File: config.mk
export PLATFORM = sky130hd
export DESIGN_NAME = button_event
export DESIGN_NICKNAME = d
export VERILOG_FILES = /design/src/rtl/button_evt_pkg.sv /design/src/rtl/button_event_level_edge.sv /design/src/rtl/button_event.sv
export SDC_FILE = /design/constraint.sdc
export NUM_CORES = 1
export LEC_CHECK = 0
export BUFFER_PORTS_ARGS = -buffer_cell sky130_fd_sc_hd__buf_2
export CORE_UTILIZATION = 45
export CTS_BUF_LIST = sky130_fd_sc_hd__clkbuf_4
export CTS_CLUSTER_SIZE = 14
export DETAILED_ROUTE_END_ITERATION = 10
export GPL_TIMING_DRIVEN = 0
export SLEW_MARGIN = 20
export SYNTH_ARGS = -nofsm -noshare
export SYNTH_HDL_FRONTEND = slang
export SYNTH_HIERARCHICAL = 1
export SYNTH_SLANG_ARGS = --single-unit
File: constraint.sdc
create_clock -name clk -period 2.4 [get_ports clk]
set_input_delay 0.72 -clock clk [delete_from_list [all_inputs] [get_ports clk]]
set_output_delay 0.72 -clock clk [all_outputs]
set_load 0.03 [all_outputs]
File: src/rtl/button_evt_pkg.sv
// -----------------------------------------------------------------------------
// button_evt_pkg
//  Shared definitions for the push-button gesture classifier:
//   - state_t        : gesture FSM encoding
//   - DEF_*_CNT      : default cycle counts for a 50 MHz system clock
//   - max3()         : helper used to size the gesture timer
// -----------------------------------------------------------------------------
package button_evt_pkg;

   typedef enum logic [2:0] {
      IDLE      = 3'd0,
      PRESSED   = 3'd1,
      LONG_HELD = 3'd2,
      WAIT_DBL  = 3'd3,
      SECOND    = 3'd4
   } state_t;

   // 1 s long press, 250 ms double-click window, 100 ms auto-repeat @ 50 MHz
   localparam int unsigned DEF_LONG_CNT   = 50_000_000;
   localparam int unsigned DEF_DBL_CNT    = 12_500_000;
   localparam int unsigned DEF_REPEAT_CNT = 5_000_000;

   function automatic int unsigned max3(input int unsigned a,
                                        input int unsigned b,
                                        input int unsigned c);
      int unsigned m;
      m = (a > b) ? a : b;
      return (m > c) ? m : c;
   endfunction

endpackage

File: src/rtl/button_event_level_edge.sv
// -----------------------------------------------------------------------------
// level_edge
//  Edge detector with an arming gate for the debounced button level.
//  The debouncer comes out of reset at 0, which reads as "pressed" on
//  active-low boards, so nothing is reported until the idle level has been
//  seen at least once.
//
//  Ports
//   clk           in  system clock
//   rst           in  synchronous reset, active-high
//   btn_level     in  debounced, clk-synchronous button level
//   press_edge    out combinational: idle->pressed change this cycle (armed only)
//   release_edge  out combinational: pressed->idle change this cycle (armed only)
//   active        out combinational: armed and level currently pressed
// -----------------------------------------------------------------------------
module level_edge #(
   parameter logic PRESS_LEVEL = 1'b0
) (
   input  logic clk,
   input  logic rst,
   input  logic btn_level,
   output logic press_edge,
   output logic release_edge,
   output logic active
);

   logic prev_level;
   logic armed;

   always_ff @(posedge clk) begin
      if (rst) begin
         prev_level <= ~PRESS_LEVEL;
         armed      <= 1'b0;
      end else begin
         prev_level <= btn_level;
         if (btn_level != PRESS_LEVEL)
            armed <= 1'b1;
      end
   end

   // The arming cycle itself sees prev=pressed, level=idle; armed is still 0
   // there, so no spurious release is produced.
   assign press_edge   = armed && (prev_level != PRESS_LEVEL) && (btn_level == PRESS_LEVEL);
   assign release_edge = armed && (prev_level == PRESS_LEVEL) && (btn_level != PRESS_LEVEL);
   assign active       = armed && (btn_level == PRESS_LEVEL);

endmodule

File: src/rtl/button_event.sv
// -----------------------------------------------------------------------------
// button_event
//  Classifies debounced button gestures into single-cycle event pulses:
//  press, release, short click, long press, double click and auto-repeat.
//  All outputs are registered and appear the cycle after the condition that
//  triggers them.
//
//  Parameters
//   PRESS_LEVEL  level meaning "pressed" (0 for active-low keys)
//   LONG_CNT     hold cycles for a long press            (>= 2)
//   DBL_CNT      max release gap for a double click      (>= 2)
//   REPEAT_CNT   auto-repeat period while long-held      (>= 2)
//   DBL_EN       0: no double-click, short reported at release
//
//  Ports
//   clk, rst       clock / synchronous active-high reset
//   btn_level      debounced, already synchronous level
//   held           1 while armed and pressed
//   press_pulse    idle->pressed edge
//   release_pulse  pressed->idle edge
//   short_pulse    single short click
//   long_pulse     hold reached LONG_CNT
//   double_pulse   second click released within window
//   repeat_pulse   every REPEAT_CNT cycles after long_pulse while held
// -----------------------------------------------------------------------------
module button_event
   import button_evt_pkg::*;
#(
   parameter logic        PRESS_LEVEL = 1'b0,
   parameter int unsigned LONG_CNT    = DEF_LONG_CNT,
   parameter int unsigned DBL_CNT     = DEF_DBL_CNT,
   parameter int unsigned REPEAT_CNT  = DEF_REPEAT_CNT,
   parameter bit          DBL_EN      = 1'b1
) (
   input  logic clk,
   input  logic rst,
   input  logic btn_level,
   output logic held,
   output logic press_pulse,
   output logic release_pulse,
   output logic short_pulse,
   output logic long_pulse,
   output logic double_pulse,
   output logic repeat_pulse
);

   localparam int unsigned CNT_MAX = max3(LONG_CNT, DBL_CNT, REPEAT_CNT);
   localparam int          TW      = $clog2(CNT_MAX + 1);

   localparam logic [TW-1:0] LONG_END   = TW'(LONG_CNT - 1);
   localparam logic [TW-1:0] DBL_END    = TW'(DBL_CNT - 1);
   localparam logic [TW-1:0] REPEAT_END = TW'(REPEAT_CNT - 1);
   localparam logic [TW-1:0] TIMER_SAT  = {TW{1'b1}};

   logic press_edge;
   logic release_edge;
   logic active;

   state_t        state, state_nxt;
   logic [TW-1:0] timer, timer_nxt;
   logic          timer_clr;
   logic          short_nxt, long_nxt, double_nxt, repeat_nxt;

   level_edge #(
      .PRESS_LEVEL (PRESS_LEVEL)
   ) u_level_edge (
      .clk          (clk),
      .rst          (rst),
      .btn_level    (btn_level),
      .press_edge   (press_edge),
      .release_edge (release_edge),
      .active       (active)
   );

   // Next-state and event decode. Edges are tested before timer terminals so
   // that an edge landing on a terminal cycle takes priority.
   always_comb begin
      state_nxt  = state;
      timer_clr  = 1'b0;
      short_nxt  = 1'b0;
      long_nxt   = 1'b0;
      double_nxt = 1'b0;
      repeat_nxt = 1'b0;

      unique case (state)
         IDLE: begin
            if (press_edge)
               state_nxt = PRESSED;
         end
         PRESSED: begin
            if (release_edge) begin
               if (DBL_EN) begin
                  state_nxt = WAIT_DBL;
               end else begin
                  short_nxt = 1'b1;
                  state_nxt = IDLE;
               end
            end else if (timer == LONG_END) begin
               long_nxt  = 1'b1;
               state_nxt = LONG_HELD;
            end
         end
         LONG_HELD: begin
            if (release_edge) begin
               state_nxt = IDLE;
            end else if (timer == REPEAT_END) begin
               repeat_nxt = 1'b1;
               timer_clr  = 1'b1;
            end
         end
         WAIT_DBL: begin
            if (press_edge) begin
               state_nxt = SECOND;
            end else if (timer == DBL_END) begin
               short_nxt = 1'b1;
               state_nxt = IDLE;
            end
         end
         SECOND: begin
            if (release_edge) begin
               double_nxt = 1'b1;
               state_nxt  = IDLE;
            end else if (timer == LONG_END) begin
               // First click already counted as a short; second turned long.
               short_nxt = 1'b1;
               long_nxt  = 1'b1;
               state_nxt = LONG_HELD;
            end
         end
         default: begin
            state_nxt = IDLE;
         end
      endcase

      // Timer restarts on every state change; otherwise counts and saturates.
      if ((state_nxt != state) || timer_clr)
         timer_nxt = '0;
      else if (timer != TIMER_SAT)
         timer_nxt = timer + 1'b1;
      else
         timer_nxt = timer;
   end

   // Register stage: state, timer and all event outputs
   always_ff @(posedge clk) begin
      if (rst) begin
         state         <= IDLE;
         timer         <= '0;
         held          <= 1'b0;
         press_pulse   <= 1'b0;
         release_pulse <= 1'b0;
         short_pulse   <= 1'b0;
         long_pulse    <= 1'b0;
         double_pulse  <= 1'b0;
         repeat_pulse  <= 1'b0;
      end else begin
         state         <= state_nxt;
         timer         <= timer_nxt;
         held          <= active;
         press_pulse   <= press_edge;
         release_pulse <= release_edge;
         short_pulse   <= short_nxt;
         long_pulse    <= long_nxt;
         double_pulse  <= double_nxt;
         repeat_pulse  <= repeat_nxt;
      end
   end

endmodule

======== After elaboration in Yosys (flattened, before gate mapping) ========
Index checks and enable logic that the tools add are counted.
storage, ports and cells
  flip-flop bits (word level) ............. 38
  bits of input ports ..................... 3
  output and inout port bits .............. 7
operators by class
  reductions and logical operators ........ 11
  bitwise operators ....................... 4
  equal/unequal tests ..................... 9
  $add $sub $neg .......................... 1
  muxes and demuxes ....................... 17
operator list
  kind                                             count
  adder 26 x 1 -> 26 bit, second input constant    1
  == test 26 x 23 -> 1 bit, second input constant  1
  == test 26 x 24 -> 1 bit, second input constant  1
  == test 26 bit, second input constant            1
  inequality test 26 bit, second input constant    1
  2-to-1 mux 3 bit                                 7
  case mux 3 bit (5 select lines)                  1
  2-to-1 mux 1 bit                                 8
  OR reduction 2 bit                               4
  == test 3 x 2 -> 1 bit, second input constant    2
  logical AND 1 bit                                5
  NOT 1 bit                                        4
  == test 3 x 1 -> 1 bit, second input constant    1
  == test 3 bit, second input constant             1
  logical NOT 3 bit                                1
  inequality test 3 bit                            1
  case mux 1 bit (2 select lines)                  1
  logical OR 1 bit                                 1

======== Depth between registers and ports, before layout ========
Gate-level depths: netlist of the first run.
  word-level depth ........................ 8
  gate-level depth with buffers ........... 9
  mapped depth without buffers ............ 7

======== Cells and area by module ========
The synthesis of the first run kept the hierarchy.
modules (own cells, without submodules)
  module        area an instance (um2)  times used  cells each
  button_event  1926.8                  1           221
  level_edge    81.3                    1           7

======== Worst setup path after synthesis of the first run ========
No wires, ideal clock.
  path kind ............................... in2reg
  from .................................... input port btn_level
  to ...................................... register timer[12]
  path slack .............................. 332 ps
  stages on the path ...................... 8
  data arrival time ....................... 2004 ps
  required time ........................... 2335 ps
  buffers on the path ..................... 2
  cell sequence ........................... and3b_2 > buf_12 > nor3_1 > nor3_1 > nor3_1 > nand3_2 > buf_2 > nor2_1
on the way
  longest elaborated chain between the ends .. 7
  elaborated cells on any way between the ends .. 14
  those cells by class .................... 1 x eq/ne; 8 x mux; 1 x bitwise; 4 x reduce/logical
RTL lines
  item                                   line                                     source
  start: declaration                     button_event.sv:37                       input logic btn_level,
  NOT 1 bit                              button_event_level_edge.sv:43            assign press_edge = armed && (prev_level != PRESS_LEVEL) && (btn_level == PRESS_LEVEL);
  logical AND 1 bit                      button_event_level_edge.sv:43
  2-to-1 mux 3 bit (on tied branches)    button_event.sv:112, button_event.sv:87
  case mux 3 bit (5 select lines)        button_event.sv:85                       unique case (state)
  inequality test 3 bit                  button_event.sv:136                      if ((state_nxt != state) || timer_clr)
  logical OR 1 bit *                     button_event.sv:136
  OR reduction 2 bit (no source line) *  -
  end signal: assignment                 button_event.sv:158                      timer <= timer_nxt;
  end: declaration                       button_event.sv:60                       logic [TW-1:0] timer, timer_nxt;
Every way passes the cells marked *; elsewhere a longest branch is shown, timed or not.
A chain may end at the register's enable or synchronous reset.

======== Worst setup path in the final report of the first run ========
  from .................................... register timer[0]
  to ...................................... register timer[15]
on the way
  longest elaborated chain between the ends .. 7
  elaborated cells on any way between the ends .. 17
  those cells by class .................... 1 x add/sub; 5 x eq/ne; 9 x mux; 2 x reduce/logical
RTL lines
  item                                                        line
  == test 26 bit or == test 26 x 24 -> 1 bit (tied branches)  button_event.sv:98, button_event.sv:123, button_event.sv:114
  2-to-1 mux 3 bit (on tied branches)                         button_event.sv:98, button_event.sv:123, button_event.sv:114
  2-to-1 mux 3 bit (on tied branches)                         button_event.sv:120, button_event.sv:91, button_event.sv:112
  case mux 3 bit (5 select lines)                             button_event.sv:85
  inequality test 3 bit                                       button_event.sv:136
  logical OR 1 bit                                            button_event.sv:136
  OR reduction 2 bit (no source line)                         -
Parallel ways exist; a longest one is shown, timed or not.

==> results of run 1 <==
==> metal layers <==
metal / part of all wire / GRT usage / wire length [µm]
met4: 0.020 / 0.0867 / 83
met5: 0 / 0 / 0
met2: 0.44 / 0.327 / 1800
met1: 0.49 / 0.254 / 2000
met3: 0.051 / 0.0444 / 208
==> cells in the final DEF, fill, tap and decap left out, types with 6 or more instances in the layout <==
| cell type | n |
|---|---|
| sky130_fd_sc_hd__xnor2_1 | 19 |
| sky130_fd_sc_hd__buf_2 | 11 |
| sky130_fd_sc_hd__clkbuf_4 | 7 |
| sky130_fd_sc_hd__nand2_1 | 16 |
| sky130_fd_sc_hd__nor3_1 | 11 |
| sky130_fd_sc_hd__nor2_1 | 45 |
| sky130_fd_sc_hd__nand4_1 | 9 |
| sky130_fd_sc_hd__nand3_1 | 7 |
| sky130_fd_sc_hd__dfxtp_1 | 38 |
| sky130_fd_sc_hd__nor3b_1 | 6 |
| sky130_fd_sc_hd__nor2b_1 | 8 |
==> power groups by stage <==
| stage | clock network, W | logic (W) | registers (W) |
|---|---|---|---|
| global placement | 0 | 0.0000560 | 0.000661 |
| finish | 0.000301 | 0.0000574 | 0.000647 |
| CTS | 0.000311 | 0.0000568 | 0.000647 |
| detailed placement | 0 | 0.0000566 | 0.000662 |
| floorplan | 0 | 0.0000406 | 0.000663 |
| global route | 0.000334 | 0.0000644 | 0.000649 |
==> through the flow <==
stage                     utilization  setup TNS, ns  instance area, µm²  instances  worst slack, ns
final                           0.527              0                2180        294            0.165
after global routing            0.527              0                2180        294          0.00652
after global placement          0.511          -2.29                2120        287           -0.122
after floorplan                     -              0                2010        228            0.332
after detailed placement        0.511          -2.62                2120        287           -0.139
after CTS                       0.521              0                2160        293          0.00264
==> cell type report <==
cell class / count / area (µm²) / share of cell area
multi-input combinational: 177 / 1130 / 0.518
tap: 50 / 62.6 / 0.0286
buffer: 12 / 131 / 0.0601
sequential: 38 / 761 / 0.348
clock buffer: 5 / 37.5 / 0.0172
timing repair buffer: 10 / 52.6 / 0.0241
clock inverter: 1 / 3.75 / 0.00172
inverter: 1 / 3.75 / 0.00172
==> worst paths after layout <==
kind | start | to | slack (ns) | cells past startpoint
setup / recovery | timer[0] | timer[15] | 0.17 | 9
hold reg to reg | u_level_edge/armed | u_level_edge/armed | 0.53 | 1
setup reg to reg | timer[0] | timer[15] | 0.17 | 9
hold / removal | u_level_edge/armed | u_level_edge/armed | 0.53 | 1
==> cells by family (layout without fill, tap and decap cells) <==
group | Yosys count | in the layout | synth area share
simple gates | 136 | 136 | 0.386
flops | 38 | 38 | 0.379
xor+xnor | 23 | 23 | 0.100
compound gates | 15 | 15 | 0.0536
buf+inv | 13 | 29 | 0.0648
mux | 2 | 2 | 0.00997
fa+ha+maj | 1 | 1 | 0.00623
==> worst max-delay path, delay by kind of cell, from the launching register on <==
family	cells	cell delay (ns)
adders and majority gates	1	0.20
and+or+nand+nor	5	0.98
AOI/OAI and AO/OA	1	0.15
buffers and inverters	2	0.39
DFF	1	0.40
==> timing repair <==
action	4_1_cts	5_1_grt
endpoints found under the setup margin	0	21
buffers inserted	0	1
gates resized for setup	0	6
==> results.env, run 1 <==
RESULT_OF_THE_RUN='completed'
CP_MAX_FO=10
CLK_SLEW_ON_WORST_S_H_PATHS_NS=0.11
PERIOD_NEEDED_NS=2.23
SYNTH.LARGEST_AREA_CELL='sky130_fd_sc_hd__dfxtp_1'
RSZ_0062_RAISED_AFTER_GLOBAL_ROUTING='no'
CTS_INSERTED_BUFFERS=5
CP.ARRIVAL_NS=2.48
DIEHEIGHT_UM=68.8
NETLIST.AREA_LEADER.SHARE=0.379
CLOCKROOTBUFFER='sky130_fd_sc_hd__clkbuf_4'
SYNTHCELLS=228
SYNTH_ASYNC_RESET_RATIO=0
SETUP.WORST_PATH.END_CLASS='flop'
ROW_COUNT=23
SYNTH.TOP_CELLS.BY_COUNT='sky130_fd_sc_hd__nor2_1, sky130_fd_sc_hd__dfxtp_1, sky130_fd_sc_hd__xnor2_1'
LARGEST_REGISTER_FFS=26
MAX_H_TREE_LEVEL=2
LAYOUT_CELLS_SIZED_ABOVE_1=0.164
YOSYS.CELL_COUNT.TOP_TYPE='sky130_fd_sc_hd__nor2_1'
CP_CELL_SEQUENCE='ha_1 > and4_1 > buf_6 > nand4_4 > nor4_4 > o311ai_1 > nand3_2 > clkbuf_4 > nor2_1'
CELLINTERNALPOWER_W=0.000765
GRT_START_MAX_NET_PINS=11
LARGESTREGISTERS='timer: 26 flops, state: 3 flops'
SWITCHING_SHARE=0.239
SYNTH.NET_COUNT=232
INITIAL_UTILIZATION=0.485
WORSTPATHREQUIRED_NS=2.65
YOSYS_WARNINGS=6
SYNTH_SEQ_AREA_SHARE=0.379
WORST_PATH_MAX_DELAY_CELL='sky130_fd_sc_hd__dfxtp_1'
TRITONCTS_NUM_SINKS=38
WORST-SLEW-PIN-TRANSITION_NS=0.461
SYNTH_ENABLE_FLOP_CELLS=0
GRT_FIRST_PASS_WIRELENGTH_MM=6.96
CTSHOLDBUFFERS=0
SLOWEST_DELAY_NS=0.40
IR_DROP_V=0.000281
FINAL.HOLD.WORST_SLACK_NS=0.530
HOLD_PATH.CLASS='reg -> reg'
CLOCK_PATH_BUFFERS=2
DIE_AR_UM2=4730
FLOORPLAN.DIE.WIDTH_UM=68.8
N_FILL_CELL=413
ANTENNA_FOUND_INITIAL=0
TIMING.MAX_CAP.VIOLATIONS=0
GPL.FINAL_WEIGHTED_CONGESTION=0.840
ANT_NETS=0
YS_SEQ_ELEMENTS=38
SYNTH_TOP_CELLS_BY_AREA='sky130_fd_sc_hd__dfxtp_1, sky130_fd_sc_hd__nor2_1, sky130_fd_sc_hd__xnor2_1, sky130_fd_sc_hd__nand2_1, sky130_fd_sc_hd__nand4_1'
TIMING.FINAL.MAX_SLEW_VIOLATIONS=0
DRT-TOTAL-WL_MM=4.10
WORSTSETUPPATHTYPE='reg -> reg'
CLOCK-SKEW-FINAL_NS=0.00725
SETUP-VIOLATIONS-FINAL=0
AREA_DELTA_SYNTH_FINAL_PCT=8.79
FINALCRITPERIODSHARE=0.931
MAXSLEWHEADROOM=0.693
POST-DP-HPWL_MM=2.91
DETAILEDROUTE.FIRSTPASSITERATIONCOUNT=4
POWER_SWITCHING_W=0.000241
HOLD_VIOL_FINAL=0
REGMOSTFLOPS='timer'
SEQ_POWER_SHARE=0.644
FMAX_GHz=0.448
CRITPATHLAUNCHTYPE='flop'
ANTENNADIODECOUNT=0
DETAIL_ROUTE.DRC_VIOLATIONS=0
TRITONCTS='built'
FINALNETCOUNT=249
BOUNDARYPINS=10
POWER-PER-CELL-AREA_nW_PER_UM2=460
SYN_AVG_CELL_AREA_UM2=8.81
GRT.OVERFLOW.TOTAL=0
PORT_BUFFERS=9
ROUTED_WIRE_LENGTH_PER_INSTANCE_UM=13.9
POWER.COMBINATIONAL.FRACTION=0.057
P_LEAK_nW=0.774
SYNTH_TOP_FLOP_CELL='sky130_fd_sc_hd__dfxtp_1'
AVGVIACOUNTPERCELL=5.57
CLKLATENCYLATEPIN_NS=0.35
SYN_AREA_UM2=2010
GLOBALROUTETOTALUTIL=0.201
POWER_W=0.00101
DETAILROUTE.VIA_COUNT=1637
POWER.SHARE.CLOCK=0.299
PLACEABLECOREAREA_UM2=4140
DRT_FIRST_ITER_VIOLATIONS=122
VIAS_IN_THE_FIRST_GLOBAL_ROUTE=1560
YS_TYPES=52
Note: power is estimated with default switching activity, not from simulation.
==> run 2: changes to the inputs <==
- BUFFER_PORTS_ARGS: -buffer_cell sky130_fd_sc_hd__buf_2 -> -buffer_cell sky130_fd_sc_hd__buf_4
==> run 2 against run 1 <==
- highest routed layer unchanged
- core utilization rose by 1.2 points
- combinational power rose by 5.4%
- critical endpoint is now timer[17]
- clock power rose by 9.3%
- largest power group unchanged
- wire length fell by 0.24%
- clock skew barely moved
- global-route usage fell by 0.99 points
==> results.env, run 2 (synthesis gave the netlist of run 1 again) <==
CP_CELL_SEQUENCE='nor3b_1 > nand4_1 > nor4_4 > o311ai_0 > nand3_2 > clkbuf_4 > nor2_1'
CLOCK_PATH_BUFFERS=2  # unchanged
INSTANCES_NO_FILL=299  # +1.7%
REG2REG_DEPTH=7  # -2
DP_CELLS=287  # unchanged
POWER.COMBINATIONAL.FRACTION=0.058  # about the same
MAX_H_TREE_LEVEL=2  # unchanged
VIAS_IN_THE_FIRST_GLOBAL_ROUTE=1436  # -7.9%
GRT.OVERFLOW.TOTAL=0  # unchanged
SETUP-VIOLATIONS-FINAL=0  # unchanged
CTS_INSERTED_BUFFERS=5  # unchanged
DETAIL_ROUTE.DRC_VIOLATIONS=0  # unchanged
TIMING.MAX_CAP.VIOLATIONS=0  # unchanged
POWER.SHARE.CLOCK=0.317  # +0.018
REG2REG_SLACK_NS=0.18  # +0.02 ns
CELLINTERNALPOWER_W=0.000777  # +1.6%
FMAX_GHz=0.451  # +0.80%
CRITPATHLAUNCHTYPE='flop'
INITIAL_UTILIZATION=0.485  # unchanged
DIE_AR_UM2=4730  # unchanged
CP.ARRIVAL_NS=2.47  # about the same
TOP_USAGE_LAYER='met2'
TRITONCTS_NUM_SINKS=38  # unchanged
PLACEABLECOREAREA_UM2=4140  # unchanged
GRT_FIRST_PASS_WIRELENGTH_MM=6.62  # -5.0%
PERIOD_NEEDED_NS=2.22  # -0.0177 ns
AVGVIACOUNTPERCELL=5.40  # -3.0%
IR_DROP_V=0.000265  # -5.6%
AREA_DELTA_SYNTH_FINAL_PCT=11.3
TIMING.FINAL.MAX_SLEW_VIOLATIONS=0  # unchanged
TIMING.CRITICAL_PATH.DEPTH=7  # -2
N_FILL_CELL=412  # -0.24%
CLOCK-SKEW-FINAL_NS=0.00697  # -0.000286 ns
HOLD_PATH.CLASS='reg -> reg'
SETUP.WORST_PATH.END_CLASS='flop'
WORSTSETUPPATHTYPE='reg -> reg'
REGMOSTFLOPS='timer'
SWITCHING_SHARE=0.251  # +0.0112
GLOBALROUTETOTALUTIL=0.191  # -0.00986
ROW_COUNT=23  # unchanged
CRIT-REG2REG-CAPTURE='timer[17]'
SETUP.WORST_PATH.END='timer[17]'
DETAILEDROUTE.FIRSTPASSITERATIONCOUNT=4  # unchanged
USE_MET2=0.277  # -0.0502
HOLD_VIOL_FINAL=0  # unchanged
WORSTPATHREQUIRED_NS=2.65  # about the same
WORST_HOLD_PATH.NUM_CELLS=1  # unchanged
POWER_SWITCHING_W=0.000260  # +7.9%
CP_NUM_BUF_INV=1  # -1
GRT_START_MAX_NET_PINS=13  # +2
GPL.FINAL_WEIGHTED_CONGESTION=0.786  # -6.3%
LARGESTREGISTERS='timer: 26 flops, state: 3 flops'
RESULT_OF_THE_RUN='completed'
SEQ_POWER_SHARE=0.624  # -0.020
POST-DP-HPWL_MM=2.82  # -3.3%
MAXSLEWHEADROOM=0.689  # -0.00361
SETUP.WORST_PATH.START='timer[19]'
RSZ_0062_RAISED_AFTER_GLOBAL_ROUTING='no'
DRT_FIRST_ITER_VIOLATIONS=73  # -40%
CP_MAX_FO=10  # unchanged
BOUNDARYPINS=10  # unchanged
DETAILROUTE.VIA_COUNT=1615  # -1.3%
TRITONCTS='built'
CLKLATENCYLATEPIN_NS=0.34  # about the same
FLOORPLAN.DIE.WIDTH_UM=68.8  # unchanged
P_LEAK_nW=0.795  # +2.7%
FINALCRITPERIODSHARE=0.924  # -0.00738
FINALNETCOUNT=252  # +1.2%
WORST_PATH_MAX_DELAY_CELL='sky130_fd_sc_hd__dfxtp_1'
ROUTED_WIRE_LENGTH_PER_INSTANCE_UM=13.7  # -1.9%
FINAL_COMMON_CELL='sky130_fd_sc_hd__nor2_1'
FINAL_CELL_MIX='sky130_fd_sc_hd__nor2_1, sky130_fd_sc_hd__dfxtp_1, sky130_fd_sc_hd__xnor2_1, sky130_fd_sc_hd__nand2_1, sky130_fd_sc_hd__buf_4'
LAYOUT_CELLS_SIZED_ABOVE_1=0.177  # +0.0128
DIEHEIGHT_UM=68.8  # unchanged
POWER-PER-CELL-AREA_nW_PER_UM2=464  # +0.74%
GRT_UTIL_MET1=0.269  # +0.0142
DRT-TOTAL-WL_MM=4.09  # -0.24%
ANTENNA_FOUND_INITIAL=0  # unchanged
WORST-SLEW-PIN-TRANSITION_NS=0.466  # +0.00541 ns
PORT_BUFFERS=9  # unchanged
ANT_NETS=0  # unchanged
GRT.MET3_USAGE=0.0461  # +0.00164
ANTENNADIODECOUNT=0  # unchanged
CLOCKROOTBUFFER='sky130_fd_sc_hd__clkbuf_4'
FINAL.HOLD.WORST_SLACK_NS=0.546  # +0.0153 ns
PATH_DELAY_FAMILY='simple AND/OR/NAND/NOR gates'
LARGEST_REGISTER_FFS=26  # unchanged
SLOWEST_DELAY_NS=0.44  # +0.04 ns
CLK_SLEW_ON_WORST_S_H_PATHS_NS=0.12  # about the same
CRITICAL_PATH.REG2REG.STARTPOINT='timer[19]'
-- run 2: cell types whose count changed in the layout (fill, tap and decap cells not counted), sizes merged --
cell / change
clkinvlp: +1
buf: +3
clkinv: +1
-- run 2: layer usage --
| metal | share of wire | vias up |
|---|---|---|
| li1 | - | 846 |
| met1 | 0.53 | 739 |
| met2 | 0.42 | 26 |
| met3 | 0.042 | 4 |
| met4 | 0.0088 | 0 |
| met5 | 0 | - |
-- run 2: cell type report --
| cell class | instances | area, µm² | share of cell area |
|---|---|---|---|
| multi-input combinational | 177 | 1130 | 0.504 |
| sequential | 38 | 761 | 0.340 |
| buffer | 12 | 131 | 0.0588 |
| timing repair buffer | 13 | 97.6 | 0.0436 |
| tap | 50 | 62.6 | 0.0280 |
| clock buffer | 5 | 37.5 | 0.0168 |
| clock inverter | 3 | 16.3 | 0.00727 |
| inverter | 1 | 3.75 | 0.00168 |
-- run 2: through the flow --
step	total power, W	setup TNS [ns]	worst slack (ns)	utilization	instance area (µm²)
after CTS	0.00105	0	0.0449	0.529	2190
final	0.00104	0	0.183	0.540	2240
after floorplan	0.000703	0	0.332	-	2010
after detailed placement	0.000720	-1.92	-0.106	0.516	2140
after global routing	0.00109	0	0.00144	0.540	2240
after global placement	0.000719	-2.37	-0.137	0.516	2140
-- run 2: worst min-delay path by stage --
stage                        from                 endpoint  slack [ns]
6_report       u_level_edge/armed       u_level_edge/armed        0.55
5_1_grt                       rst  u_level_edge/prev_level        0.56
3_3_place_gp   u_level_edge/armed       u_level_edge/armed        0.50
4_1_cts        u_level_edge/armed       u_level_edge/armed        0.55
3_5_place_dp   u_level_edge/armed       u_level_edge/armed        0.52
2_1_floorplan  u_level_edge/armed       u_level_edge/armed        0.48
-- run 2: power groups by stage --
stage / Clock [W] / Sequential, W / Combinational [W]
floorplan: 0 / 0.000663 / 0.0000406
global placement: 0 / 0.000661 / 0.0000582
detailed placement: 0 / 0.000661 / 0.0000582
CTS: 0.000341 / 0.000647 / 0.0000584
global route: 0.000369 / 0.000649 / 0.0000684
finish: 0.000329 / 0.000647 / 0.0000605
-- run 2: what timing repair did --
action / in CTS / in global routing
hold buffers: 0 / 0
setup endpoints to repair: 0 / 21
buffers inserted: 0 / 4
gates resized for setup: 0 / 4
==> run 3: changes to the inputs <==
- ABC_AREA: default -> 1
==> run 3 against run 2 <==
- final cell count increased by 47%
- via count rose by 35%
- wire length grew 36%
- clock power rose by 31%
- sequential power is essentially flat
- highest routed layer unchanged
==> results.env, run 3 <==
VIAS_IN_THE_FIRST_GLOBAL_ROUTE=1945  # +35%
DRT-TOTAL-WL_MM=5.54  # +36%
CELLINTERNALPOWER_W=0.000884  # +14%
HOLD_PATH.CLASS='reg -> reg'
CLOCK_PATH_BUFFERS=2  # unchanged
SYN_AREA_UM2=2350  # +17%
SETUP.WORST_PATH.END_CLASS='flop'
SYNTH_TOP_FLOP_CELL='sky130_fd_sc_hd__dfxtp_1'
FINAL.HOLD.WORST_SLACK_NS=0.522  # -0.0237 ns
GRT_FIRST_PASS_WIRELENGTH_MM=9.27  # +40%
SYNTH_TOP_FAMILY_BY_AREA='simple AND/OR/NAND/NOR gates'
DETAIL_ROUTE.DRC_VIOLATIONS=0  # unchanged
ROUTED_WIRE_LENGTH_PER_INSTANCE_UM=12.6  # -7.6%
FINALSETUPTNS_NS=0  # unchanged
SYNTH_COMPOUND_AREA_FRAC=0.0240  # -0.0296
SYNTH_TOP_CELLS_BY_AREA='sky130_fd_sc_hd__dfxtp_1, sky130_fd_sc_hd__nor2_1, sky130_fd_sc_hd__nand2_1, sky130_fd_sc_hd__nor3_2, sky130_fd_sc_hd__inv_1'
INSTANCES_NO_FILL=439  # +47%
REGMOSTFLOPS='timer'
SYNTHCELLS=355  # +56%
CP.ARRIVAL_NS=2.36  # -0.11 ns
POWER.COMBINATIONAL.FRACTION=0.073  # +0.015
GRT_START_MAX_NET_PINS=13  # unchanged
CP_MAX_FO=10  # unchanged
TIMING.MAX_CAP.VIOLATIONS=0  # unchanged
WORSTPATHREQUIRED_NS=2.64  # about the same
DIE_AR_UM2=5510  # +16%
PLACE_AREA_UM2=2500  # +17%
ANT_NETS=0  # unchanged
LAYOUT_CELLS_SIZED_ABOVE_1=0.156  # -0.0208
POWER-PER-CELL-AREA_nW_PER_UM2=451  # -2.7%
SYN_AVG_CELL_AREA_UM2=6.61  # -25%
TRITONCTS_NUM_SINKS=38  # unchanged
ANTENNA_FOUND_INITIAL=0  # unchanged
SYNTH.LARGEST_AREA_CELL='sky130_fd_sc_hd__dfxtp_1'
CLOCKROOTBUFFER='sky130_fd_sc_hd__clkbuf_4'
SYNTH.NET_COUNT=359  # +55%
CTS_INSERTED_BUFFERS=5  # unchanged
NETLIST.AREA_LEADER.SHARE=0.324  # -0.0545
TRITONCTS='built'
POWER_W=0.00116  # +12%
AREA_DELTA_SYNTH_FINAL_PCT=10.0
DRT_FIRST_ITER_VIOLATIONS=113  # +55%
CLK_SLEW_ON_WORST_S_H_PATHS_NS=0.11  # about the same
RESULT_OF_THE_RUN='completed'
CTS.REPAIR.RESIZED=0  # unchanged
DETAILEDROUTE.FIRSTPASSITERATIONCOUNT=4  # unchanged
POST-DP-HPWL_MM=4.37  # +55%
CLOCK-SKEW-FINAL_NS=0.00363  # -0.00334 ns
FINAL_COMMON_CELL='sky130_fd_sc_hd__nor2_1'
YOSYS.CELL_COUNT.TOP_TYPE='sky130_fd_sc_hd__nor2_1'
YOSYS_WARNINGS=6  # unchanged
FINALNETCOUNT=375  # +49%
LARGEST_REGISTER_FFS=26  # unchanged
DP_CELLS=431  # +50%
POWER.SHARE.CLOCK=0.370  # +0.053
POST_SYNTH_XOR_AREA_FRACTION=0.0747  # -0.0256
MAX_H_TREE_LEVEL=2  # unchanged
P_LEAK_nW=1.05  # +33%
N_FILL_CELL=521  # +26%
HOLD_VIOL_FINAL=0  # unchanged
SYNTHMUXAREASHARE=0  # -0.00997
WORSTSETUPPATHTYPE='reg -> reg'
YOSYS.AREA_SHARE.SIMPLE=0.467  # +0.0804
SETUP-VIOLATIONS-FINAL=0  # unchanged
WORST-SLEW-PIN-TRANSITION_NS=0.455  # -0.0111 ns
DETAILROUTE.VIA_COUNT=2185  # +35%
SYNTH.TOP_CELLS.BY_COUNT='sky130_fd_sc_hd__nor2_1, sky130_fd_sc_hd__nand2_1, sky130_fd_sc_hd__inv_1'
YS_TYPES=28  # -46%
YS_SEQ_ELEMENTS=38  # unchanged
ROW_COUNT=25  # +8.7%
PERIOD_NEEDED_NS=2.12  # -0.0991 ns
DIEHEIGHT_UM=74.2  # +7.9%
POWER_SWITCHING_W=0.000280  # +8.0%
ANTENNADIODECOUNT=0  # unchanged
PORT_BUFFERS=9  # unchanged
CLKLATENCYLATEPIN_NS=0.34  # about the same
GPL.FINAL_WEIGHTED_CONGESTION=0.938  # +19%
INITIAL_UTILIZATION=0.481  # -0.00383
FLOORPLAN.DIE.WIDTH_UM=74.2  # +7.9%
FINISH.INSTANCE_AREA_UM2=2580  # +15%
SYNTH_SEQ_AREA_SHARE=0.324  # -0.0545
SWITCHING_SHARE=0.241  # -0.00977
TIMING.FINAL.MAX_SLEW_VIOLATIONS=0  # unchanged
SYNTH_ASYNC_RESET_RATIO=0  # unchanged
GLOBALROUTETOTALUTIL=0.225  # +0.0337
SEQCELLAREA_UM2=762  # +0.16%
TOTAL_AREA_OF_MULTI_INPUT_COMBINATIONAL_CELLS_UM2=1340  # +19%
CRITPATHLAUNCHTYPE='flop'
FMAX_GHz=0.472  # +4.7%
IR_DROP_V=0.000250  # -5.8%
FINAL_CELL_MIX='sky130_fd_sc_hd__nor2_1, sky130_fd_sc_hd__nand2_1, sky130_fd_sc_hd__inv_1, sky130_fd_sc_hd__dfxtp_1, sky130_fd_sc_hd__nor3_1'
LARGESTREGISTERS='timer: 26 flops, state: 3 flops'
CTSHOLDBUFFERS=0  # unchanged
PLACEABLECOREAREA_UM2=4880  # +18%
AVGVIACOUNTPERCELL=4.98  # -7.9%
MAXSLEWHEADROOM=0.697  # +0.00773
SYNTH_ADDER_AREA_SHARE=0.00533  # -0.000897
FINALCRITPERIODSHARE=0.882  # -0.0413
SYNTH_ENABLE_FLOP_CELLS=0  # unchanged
CTS_SETUP_BUFFERS=0  # unchanged
SEQ_POWER_SHARE=0.557  # -0.067
BOUNDARYPINS=10  # unchanged
RSZ_0062_RAISED_AFTER_GLOBAL_ROUTING='no'
GRT.OVERFLOW.TOTAL=0  # unchanged
## run 3: changes by cell type after synthesis, moves of 4 or more
cell | previous run | this run
sky130_fd_sc_hd__nor3_1 | 11 | 25
sky130_fd_sc_hd__nor3b_1 | 6 | 1
sky130_fd_sc_hd__nor2_1 | 45 | 79
sky130_fd_sc_hd__nor2b_1 | 8 | 0
sky130_fd_sc_hd__nor3_2 | 0 | 20
sky130_fd_sc_hd__xor2_1 | 4 | 17
sky130_fd_sc_hd__xnor2_1 | 19 | 3
sky130_fd_sc_hd__inv_1 | 1 | 45
sky130_fd_sc_hd__nand2_1 | 16 | 70
sky130_fd_sc_hd__nand3_1 | 7 | 17
sky130_fd_sc_hd__nor4_1 | 6 | 1
sky130_fd_sc_hd__and3_1 | 4 | 0
## run 3: final cells by class
class                      count  share of cell area
tap                           67              0.0325
clock inverter                 3              0.0155
clock buffer                   5              0.0145
inverter                      48              0.0698
sequential                    38               0.295
multi-input combinational    259               0.521
buffer                        10              0.0257
timing repair buffer           9              0.0262
## run 3: path summary, 6_finish.rpt
check | cells after the start | startpoint | slack (ns) | end
setup reg to reg | 11 | timer[0] | 0.28 | timer[0]
hold / removal | 2 | state[0] | 0.52 | state[0]
hold reg to reg | 2 | state[0] | 0.52 | state[0]
setup / recovery | 11 | timer[0] | 0.28 | timer[0]
## run 3: kinds of logic after synthesis
kind of cell               after synthesis
buffers and inverters                   58
DFF                                     38
and+or+nand+nor                        228
adders and majority gates                1
xor gates and xnor gates                20
AOI/OAI and AO/OA                       10
## run 3: power groups by stage
stage | Clock (W) | Combinational (W) | Sequential (W)
2_1_floorplan | 0 | 0.0000619 | 0.000663
3_3_place_gp | 0 | 0.0000831 | 0.000662
3_5_place_dp | 0 | 0.0000841 | 0.000662
4_1_cts | 0.000447 | 0.0000840 | 0.000648
5_1_grt | 0.000468 | 0.0000952 | 0.000650
6_report | 0.000431 | 0.0000849 | 0.000649
## run 3: per-stage QoR
step / util / worst slack (ns)
after global routing: 0.529 / 0.0592
final: 0.529 / 0.282
after detailed placement: 0.512 / 0.0493
after CTS: 0.528 / 0.0705
after floorplan: - / 0.473
after global placement: 0.512 / 0.0673
## run 3: critical path, cell delays in order (launching register included)
cell and delay [ns]:
sky130_fd_sc_hd__dfxtp_2 0.40, sky130_fd_sc_hd__ha_2 0.24, sky130_fd_sc_hd__nand2_2 0.08, sky130_fd_sc_hd__nor2_4 0.15, sky130_fd_sc_hd__nand2_2 0.13, sky130_fd_sc_hd__nor2_1 0.11, sky130_fd_sc_hd__nand3_1 0.15, sky130_fd_sc_hd__nand2_1 0.14
sky130_fd_sc_hd__nand4_1 0.10, sky130_fd_sc_hd__nand2_2 0.19, sky130_fd_sc_hd__buf_4 0.25, sky130_fd_sc_hd__nor3_2 0.07
## run 3: per-layer routing
metal,GRT usage,routed length [µm]
met5,0,0
met4,0.0897,107
met3,0.0474,352
met2,0.321,2260
met1,0.327,2820
